### config.mk
export PLATFORM = sky130hd
export DESIGN_NAME = tt_um_serial_deserializer
export DESIGN_NICKNAME = d
export VERILOG_FILES = /design/src/rtl/usd_pkg.sv /design/src/rtl/sync2.sv /design/src/rtl/tt_um_serial_deserializer.sv
export SDC_FILE = /design/constraint.sdc
export NUM_CORES = 1
export LEC_CHECK = 0
export BUFFER_PORTS_ARGS = -buffer_cell sky130_fd_sc_hd__buf_2
export CAP_MARGIN = 20
export CORE_MARGIN = 4
export CORE_UTILIZATION = 35
export CTS_BUF_LIST = sky130_fd_sc_hd__clkbuf_8
export DETAILED_ROUTE_END_ITERATION = 12
export SYNTH_ARGS = -nofsm -noshare
export SYNTH_HDL_FRONTEND = slang
export SYNTH_SLANG_ARGS = --single-unit
### constraint.sdc
create_clock -name clk -period 3 [get_ports clk]
set_input_delay 0.6 -clock clk [delete_from_list [all_inputs] [get_ports clk]]
set_output_delay 0.6 -clock clk [all_outputs]
set_load 0.1 [all_outputs]
### src/rtl/usd_pkg.sv
// Shared constants for the serial deserializer:
// FIFO depth, data width, pin bit indices, shift direction.
package usd_pkg;

  localparam int DEPTH = 2;
  localparam int DW    = 8;

  localparam int UI_SDATA   = 0;
  localparam int UI_SSTROBE = 1;
  localparam int UI_DIR     = 2;
  localparam int UI_PAR_EN  = 3;
  localparam int UI_PAR_ODD = 4;
  localparam int UI_RD_ACK  = 5;
  localparam int UI_CLR     = 6;
  localparam int UI_SFRAME  = 7;

  localparam int UO_VALID     = 0;
  localparam int UO_FULL      = 1;
  localparam int UO_PAR_ERR   = 2;
  localparam int UO_OVERRUN   = 3;
  localparam int UO_FRAME_ERR = 4;
  localparam int UO_BIT_CNT   = 5;

  localparam logic DIR_MSB = 1'b0;
  localparam logic DIR_LSB = 1'b1;

endpackage

### src/rtl/sync2.sv
// Two-flop synchronizer for one asynchronous input bit.
// Runs independently of ena so inputs stay fresh.
module sync2 (
  input  logic clk,
  input  logic rst_n,
  input  logic d,
  output logic q
);

  logic meta;

  // Double-register the asynchronous input
  always_ff @(posedge clk or negedge rst_n) begin
    if (!rst_n) begin
      meta <= 1'b0;
      q    <= 1'b0;
    end else begin
      meta <= d;
      q    <= meta;
    end
  end

endmodule

### src/rtl/tt_um_serial_deserializer.sv
// Strobed serial-to-parallel receiver with optional parity,
// framing check and a 2-entry output FIFO.
module tt_um_serial_deserializer
  import usd_pkg::*;
(
  input  logic       clk,
  input  logic       rst_n,
  input  logic       ena,
  input  logic [7:0] ui_in,
  output logic [7:0] uo_out,
  input  logic [7:0] uio_in,
  output logic [7:0] uio_out,
  output logic [7:0] uio_oe
);

  localparam logic [1:0] CNT_FULL = 2'(DEPTH);

  logic [7:0]    s;
  logic          stb_d;
  logic          ack_d;
  logic          fr_d;
  logic [DW-1:0] sreg;
  logic [3:0]    bit_cnt;
  logic [DW-1:0] mem [DEPTH];
  logic          rd_ptr;
  logic          wr_ptr;
  logic [1:0]    count;
  logic          par_err;
  logic          overrun;
  logic          frame_err;

  logic          stb_ev;
  logic          ack_ev;
  logic          fr_rise;
  logic          fr_fall;
  logic          capture;
  logic          bit_in;
  logic [DW-1:0] shifted;
  logic          push;
  logic          push_ok;
  logic          pop;
  logic          par_bad;
  logic [DW-1:0] push_data;
  logic          unused_ok;

  assign unused_ok = &{1'b0, uio_in};

  for (genvar i = 0; i < 8; i++) begin : g_sync
    sync2 u_sync (
      .clk  (clk),
      .rst_n(rst_n),
      .d    (ui_in[i]),
      .q    (s[i])
    );
  end

  // Edge events, next shift value, push/pop decisions
  always_comb begin
    stb_ev    = s[UI_SSTROBE] & ~stb_d;
    ack_ev    = s[UI_RD_ACK] & ~ack_d;
    fr_rise   = s[UI_SFRAME] & ~fr_d;
    fr_fall   = ~s[UI_SFRAME] & fr_d;
    capture   = stb_ev & s[UI_SFRAME] & ~fr_rise;
    bit_in    = s[UI_SDATA];
    shifted   = (s[UI_DIR] == DIR_LSB) ? {bit_in, sreg[DW-1:1]}
                                       : {sreg[DW-2:0], bit_in};
    push      = 1'b0;
    par_bad   = 1'b0;
    push_data = shifted;
    if (capture) begin
      if (bit_cnt == 4'd8) begin
        push_data = sreg;
        if ((^sreg ^ bit_in) == s[UI_PAR_ODD]) push = 1'b1;
        else par_bad = 1'b1;
      end else if (bit_cnt == 4'd7 && !s[UI_PAR_EN]) begin
        push = 1'b1;
      end
    end
    pop     = ack_ev & (count != 2'd0);
    push_ok = push & ((count != CNT_FULL) | pop);
  end

  // Assembly, FIFO and sticky flag state
  always_ff @(posedge clk or negedge rst_n) begin
    if (!rst_n) begin
      stb_d     <= 1'b0;
      ack_d     <= 1'b0;
      fr_d      <= 1'b0;
      sreg      <= '0;
      bit_cnt   <= '0;
      rd_ptr    <= 1'b0;
      wr_ptr    <= 1'b0;
      count     <= '0;
      par_err   <= 1'b0;
      overrun   <= 1'b0;
      frame_err <= 1'b0;
      for (int i = 0; i < DEPTH; i++) mem[i] <= '0;
    end else if (ena) begin
      stb_d <= s[UI_SSTROBE];
      ack_d <= s[UI_RD_ACK];
      fr_d  <= s[UI_SFRAME];
      if (s[UI_CLR]) begin
        sreg      <= '0;
        bit_cnt   <= '0;
        rd_ptr    <= 1'b0;
        wr_ptr    <= 1'b0;
        count     <= '0;
        par_err   <= 1'b0;
        overrun   <= 1'b0;
        frame_err <= 1'b0;
      end else begin
        if (fr_rise) begin
          bit_cnt <= '0;
          sreg    <= '0;
        end else if (fr_fall) begin
          if (bit_cnt != 4'd0) frame_err <= 1'b1;
          bit_cnt <= '0;
          sreg    <= '0;
        end else if (capture) begin
          if (bit_cnt == 4'd8) begin
            bit_cnt <= '0;
            sreg    <= '0;
            if (par_bad) par_err <= 1'b1;
          end else if (bit_cnt == 4'd7 && !s[UI_PAR_EN]) begin
            bit_cnt <= '0;
            sreg    <= '0;
          end else begin
            bit_cnt <= bit_cnt + 4'd1;
            sreg    <= shifted;
          end
        end
        if (pop) rd_ptr <= ~rd_ptr;
        if (push_ok) begin
          mem[wr_ptr] <= push_data;
          wr_ptr      <= ~wr_ptr;
        end else if (push) begin
          overrun <= 1'b1;
        end
        unique case ({push_ok, pop})
          2'b10:   count <= count + 2'd1;
          2'b01:   count <= count - 2'd1;
          default: count <= count;
        endcase
      end
    end
  end

  // Output pin mapping
  always_comb begin
    uo_out                     = (count != 2'd0) ? mem[rd_ptr] : 8'h00;
    uio_out                    = 8'h00;
    uio_out[UO_VALID]          = count != 2'd0;
    uio_out[UO_FULL]           = count == CNT_FULL;
    uio_out[UO_PAR_ERR]        = par_err;
    uio_out[UO_OVERRUN]        = overrun;
    uio_out[UO_FRAME_ERR]      = frame_err;
    uio_out[UO_BIT_CNT +: 3]   = bit_cnt[2:0];
    uio_oe                     = 8'hFF;
  end

endmodule

# Word-level counts from Yosys, hierarchy flattened
# Cells that the tools add are included.
# W data, S select, Z words.
# totals
regBits	54
word_cells	137
# op_classes
addsub	3
magnitude_cmp	3
n_eq_ne	10
n_mux	48
bitwise	20
n_reduce_logical	24
# op_table
operator	n
$mux W8	14
$mux W1	24
$mux W4	6
$reduce_bool A2 Y1	9
$bwmux W16	1
$and A1 B1 Y1	8
$demux W8 S1	1
$not A1 Y1	8
$reduce_and A2 Y1	4
$reduce_bool A4 Y1	2
$reduce_xor A8 Y1	1
$ne A2 B1 Y1 const B	3
$reduce_and A3 Y1	2
$reduce_and A6 Y1	1
$add A4 B1 Y4 const B	1
$eq A2 B2 Y1 const B	2
$eq A4 B3 Y1 const B	1
$eq A4 B4 Y1 const B	1
$ge A2 B2 Y1 const B	2
$not A1 Y2	2
$pmux W2 S2	1
$reduce_and A4 Y1	1
$reduce_bool A3 Y1	1
$add A2 B1 Y2 const B	1
other kinds (10)	11

# Logic depth before layout (Yosys ltp)
# logic_depth
word_depth	12
depth_mapped	12
mapped_depth_nobuf	11

# Hierarchy
# Synthesis repeated with hierarchy kept, for this count alone.
# hier_totals
hier_cells	241
hier_area_um2	2663.8
# by_module_without_submodules
mod	instances	cells_per_inst	area_each_um2	seq_area_each_um2
tt_um_serial_deserializer	1	225	2263.4	950.9
sync2	8	2	50.0	50.0

# Worst setup path before layout
# No wires, ideal clock.
# synth_path
kind	register to register
startpoint	register count[0]
endpoint	register count[1]
setup_time_ns	0.121
arrival_time_ns	2.751
setup_slack_ns	0.128
path_stages_with_launch	8
n_path_buf	0
synth_period_minus_slack_ns	2.872
path_cell_list	dfrtp_1 nor2b_1 nand2_1 nand2_1 ha_1 nor2_1 o21ai_0 a22o_1
# synth_via
elab_chain_len	7
word_cells_on_any_way	13
# synth_rtl
item	line_no	rtl
start: declaration	tt_um_serial_deserializer.sv:27	logic [1:0] count;
start signal: assignment	tt_um_serial_deserializer.sv:140	2'b10: count <= count + 2'd1;
start signal: assignment	tt_um_serial_deserializer.sv:141	2'b01: count <= count - 2'd1;
start signal: assignment	tt_um_serial_deserializer.sv:142	default: count <= count;
$reduce_bool A2 Y1	tt_um_serial_deserializer.sv:79	pop = ack_ev & (count != 2'd0);
$and A1 B1 Y1	tt_um_serial_deserializer.sv:79	
$or A1 B1 Y1	tt_um_serial_deserializer.sv:80	push_ok = push & ((count != CNT_FULL) | pop);
$and A1 B1 Y1	tt_um_serial_deserializer.sv:80	
$eq A2 B1 Y1 / $eq A2 B2 Y1 (equally long branches)	tt_um_serial_deserializer.sv:139	unique case ({push_ok, pop})
$pmux W2 S2 / $reduce_bool A3 Y1 (equally long branches)	--	
$mux W2 / $reduce_and A2 Y1 (equally long branches)	--	
# Several ways; a longest one is shown, not always the timed one.
# A chain may end at the register's enable or synchronous reset.

# Worst setup path after layout
# layout_path
startpoint	register bit_cnt[0]
endpoint	register mem[1] (netlist name)
# layout_via
elab_chain_len	7
word_cells_on_any_way	11
# layout_rtl
item	line_no	rtl
start: declaration	tt_um_serial_deserializer.sv:23	logic [3:0] bit_cnt;
start signal: assignment	tt_um_serial_deserializer.sv:128	bit_cnt <= bit_cnt + 4'd1;
$eq A4 B3 Y1	tt_um_serial_deserializer.sv:75	end else if (bit_cnt == 4'd7 && !s[UI_PAR_EN]) begin
$logic_and A1 B1 Y1	tt_um_serial_deserializer.sv:75	
$mux W1	tt_um_serial_deserializer.sv:75	
$mux W1	tt_um_serial_deserializer.sv:71	if (bit_cnt == 4'd8) begin
$mux W1	tt_um_serial_deserializer.sv:70	if (capture) begin
$and A1 B1 Y1	tt_um_serial_deserializer.sv:80	
$reduce_and A3 Y1 (no line)	--	
end signal: indexed assignment	tt_um_serial_deserializer.sv:134	mem[wr_ptr] <= push_data;
end: declaration	tt_um_serial_deserializer.sv:24	logic [DW-1:0] mem [DEPTH];
# Several ways; a longest one is shown, not always the timed one.

==> run_results.csv <==
group,metric,value,unit
timing,fin_crit_sh,0.873,
timing,tightest_slew,0.694,ns
power_and_ir_drop,pwr-share-clk,0.291,
timing,max_freq,382,MHz
global_route,grt_use_met1,0.146,
power_and_ir_drop,leakagePower,1.36,nW
global_route,grt_pass1_vias,1625,
synthesis,synth_top_area_cell,"dfrtp_1",
synthesis,synth_edf_count,0,
timing,slew_headroom,0.536,
timing,hold_viol,0,
cts,ctsHoldBuffers,0,
setup_path,critPathKind,"register to register",
route,final_antenna_net_count,0,
setup_path,worst_path_largest_cell_delay,0.54,ns
placement,place.gp.congestion,0.746,
route,viasPerCell,4.62,
synthesis,avgSynthCellArea,11.7,um2
run,drv_cap,0,
floorplan,die_x,95.5,um
finish,layout-drive-gt1-share,0.255,
setup_path,endpoint_kind,"register",
floorplan,start_util,0.364,
timing,drv_slew,0,
finish,diodes,0,
finish,utilization,0.399,
global_route,grt_max_degree,49,
finish,nNetsFinal,275,
placement,dp_slack,0.382,ns
route,initialDrtViolationCount,58,
power_and_ir_drop,seqPwrFrac,0.565,
power_and_ir_drop,p_comb_frac,0.144,
timing,min_period,2.62,ns
cts,cts_buffers,5,
timing,fin_skew,0.00579,ns
synthesis,yosysWarnings,0,
setup_path,critPathBufInv,1,
global_route,antenna_found_initial,0,
power_and_ir_drop,p_per_area,461,nW/um2
route,route.detailed.drc,0,
synthesis,synth_area,2680,um2
floorplan,io_pins,43,
route,routed_wl,4.62,mm
finish,area_growth,9.70,%
cts,cts_resized,0,
synthesis,synth_cell_types,40,
synthesis,synth-seq-cells,54,
synthesis,netlist.area_leader.share,0.504,
global_route,grt_usage,0.110,
cts,post_cts_buffers,0,
power_and_ir_drop,vdd_ir_drop_max,0.222,mV
global_route,grt-busiest-layer,"met2",
status,status,"finished clean",
setup_path,cp_top_family,"simple AND/OR/NAND/NOR gates",
hold_path,worstHoldPathType,"primary input to asynchronous set/reset pin",
cts,clock_sinks,54,
placement,dp_hpwl,3.27,mm
synthesis,synth.area.top_cells,"dfrtp_1 50%, mux2_4 9.0%, mux2i_1 6.0%, buf_4 3.9%, o21ai_0 3.2%",
synthesis,yosysSeqAreaShare,0.504,
synthesis,synthCells,229,
setup_path,crit_arrival,2.81,ns
floorplan,die_h,95.5,um
global_route,grtUsageMet2,0.175,
route,via_count,1618,
cts,cts_tree,"done",
timing,finalSetupViolCount,0,
setup_path,crit_required,3.19,ns
synthesis,async_flop_share,1.00,
setup_path,cp_slowest_cell,"or4b_4",
synthesis,ys.flop_type,"dfrtp_1",
cts,clk_pin_slew,0.10,ns
cts,clock_path_buffers,2,
cts,htree_levels,2,
route,dr.pass1.iters,4,
timing,setup_ws,0.381,ns
floorplan,rows,31,
global_route,grtUsageMet3,0.0253,
setup_path,path_max_fanout,9,
cts,worstSkewPairLatency,0.30,ns
route,wl_per_cell,13.2,um
setup_path,crit_path_start_kind,"register",
timing,whs,0.230,ns
timing,setup_tns,0,ns
floorplan,core_area,7370,um2
placement,portBuffers,26,
timing,rsz0062_at_grt,"false",
power_and_ir_drop,finalPower,1.36,mW
cts,ctsRootBufferMaster,"clkbuf_8",
setup_path,crit_chain,"inv_1 > ha_1 > and3b_1 > o21ai_4 > or4b_4 > a21oi_4 > mux2_4",
power_and_ir_drop,power.internal,0.958,mW
power_and_ir_drop,swShare,0.294,
floorplan,dieArea,9130,um2
global_route,grt_first_pass_wirelength,7.80,mm
global_route,overflow,0,
power_and_ir_drop,switchingPower,0.399,mW
==> stage by stage <==
| stage | cell area (um2) | cells |
|---|---|---|
| floorplan | 2710 | 236 |
| global placement | 2840 | 342 |
| detailed placement | 2840 | 342 |
| CTS | 2920 | 349 |
| global route | 2940 | 350 |
| finish | 2940 | 350 |
==> synth_stat cells (all sizes together), types with 2 or more instances <==
cell     number
mux2         18
o21a          2
or4b          2
or4           2
inv           7
ha            5
nor2b         2
a2111oi       2
mux2i        16
a21oi        13
and4bb        2
a22o          2
o21ai        18
xnor2         8
nor2         22
clkbuf        5
nand2b        3
o31ai         2
buf          16
dfrtp        54
nand2        17
==> worst register-to-register path: cells and delay by family, from the launching register on <==
kind	cells	cell delay, ns
simple gates	2	1.00
compound gates	2	0.49
flops	1	0.44
mux	1	0.34
fa+ha+maj	1	0.15
buf+inv	1	0.08
==> layout make-up <==
class / instances / area (um2)
Fill cell: 729 / 4430
Sequential cell: 54 / 1350
Multi-Input combinational cell: 154 / 1190
Timing Repair Buffer: 29 / 165
Tap cell: 99 / 124
Clock buffer: 5 / 68.8
Inverter: 7 / 26.3
Clock inverter: 2 / 15.0
==> final timing paths <==
| check | cells after the start | slack [ns] | startpoint | to |
|---|---|---|---|---|
| min in group clk | 0 | 0.36 | g_sync[2].u_sync.meta | g_sync[2].u_sync.q |
| max in group asynchronous | 3 | 2.09 | rst_n | mem[6] |
| worst min-delay path | 1 | 0.23 | rst_n | g_sync[7].u_sync.meta |
| worst max-delay path | 7 | 0.38 | bit_cnt[0] | mem[1] |
| worst min register to register | 0 | 0.36 | g_sync[2].u_sync.meta | g_sync[2].u_sync.q |
| worst max register to register | 7 | 0.38 | bit_cnt[0] | mem[1] |
==> sequential cells by signal (all words and copies together) (netlist names), 2 cells and up <==
| name | flops |
|---|---|
| g_sync.u_sync.q | 8 |
| sreg | 8 |
| count | 2 |
| bit_cnt | 4 |
| mem | 16 |
| g_sync.u_sync.meta | 8 |
==> logic make-up after synthesis <==
kind of cell               Yosys count  synth area share
DFF                                 54             0.504
muxes                               34             0.158
buffers and inverters               28            0.0616
xor gates and xnor gates            10            0.0452
AOI/OAI and AO/OA                   40            0.0975
other                                1           0.00140
and+or+nand+nor                     57             0.110
adders and majority gates            5            0.0233
==> power groups by stage <==
stage               registers [mW]  clock network, mW  logic [mW]
finish                       0.767              0.394       0.195
global route                 0.771              0.433       0.211
CTS                          0.768              0.408       0.195
detailed placement           0.782                  0       0.194
global placement             0.781                  0       0.193
floorplan                    0.775                  0       0.169
==> layout by cell type (no fill, tap or decap), types with 3 or more instances in the layout <==
cell type  instances
buf_2             26
nand2b_1           3
clkbuf_8           5
a21oi_1           11
dfrtp_1           54
conb_1             8
nand2_1           17
o21ai_0           17
ha_1               5
mux2i_1           16
inv_1              7
mux2_4            16
xnor2_1            7
nor2_1            22
==> per-layer routing <==
layer | vias to the layer above | share of wire
met2 | 31 | 0.45
li1 | 806 | -
met3 | 5 | 0.044
met5 | - | 0
met1 | 776 | 0.49
met4 | 0 | 0.014
Note: power is estimated with default switching activity, not from simulation.
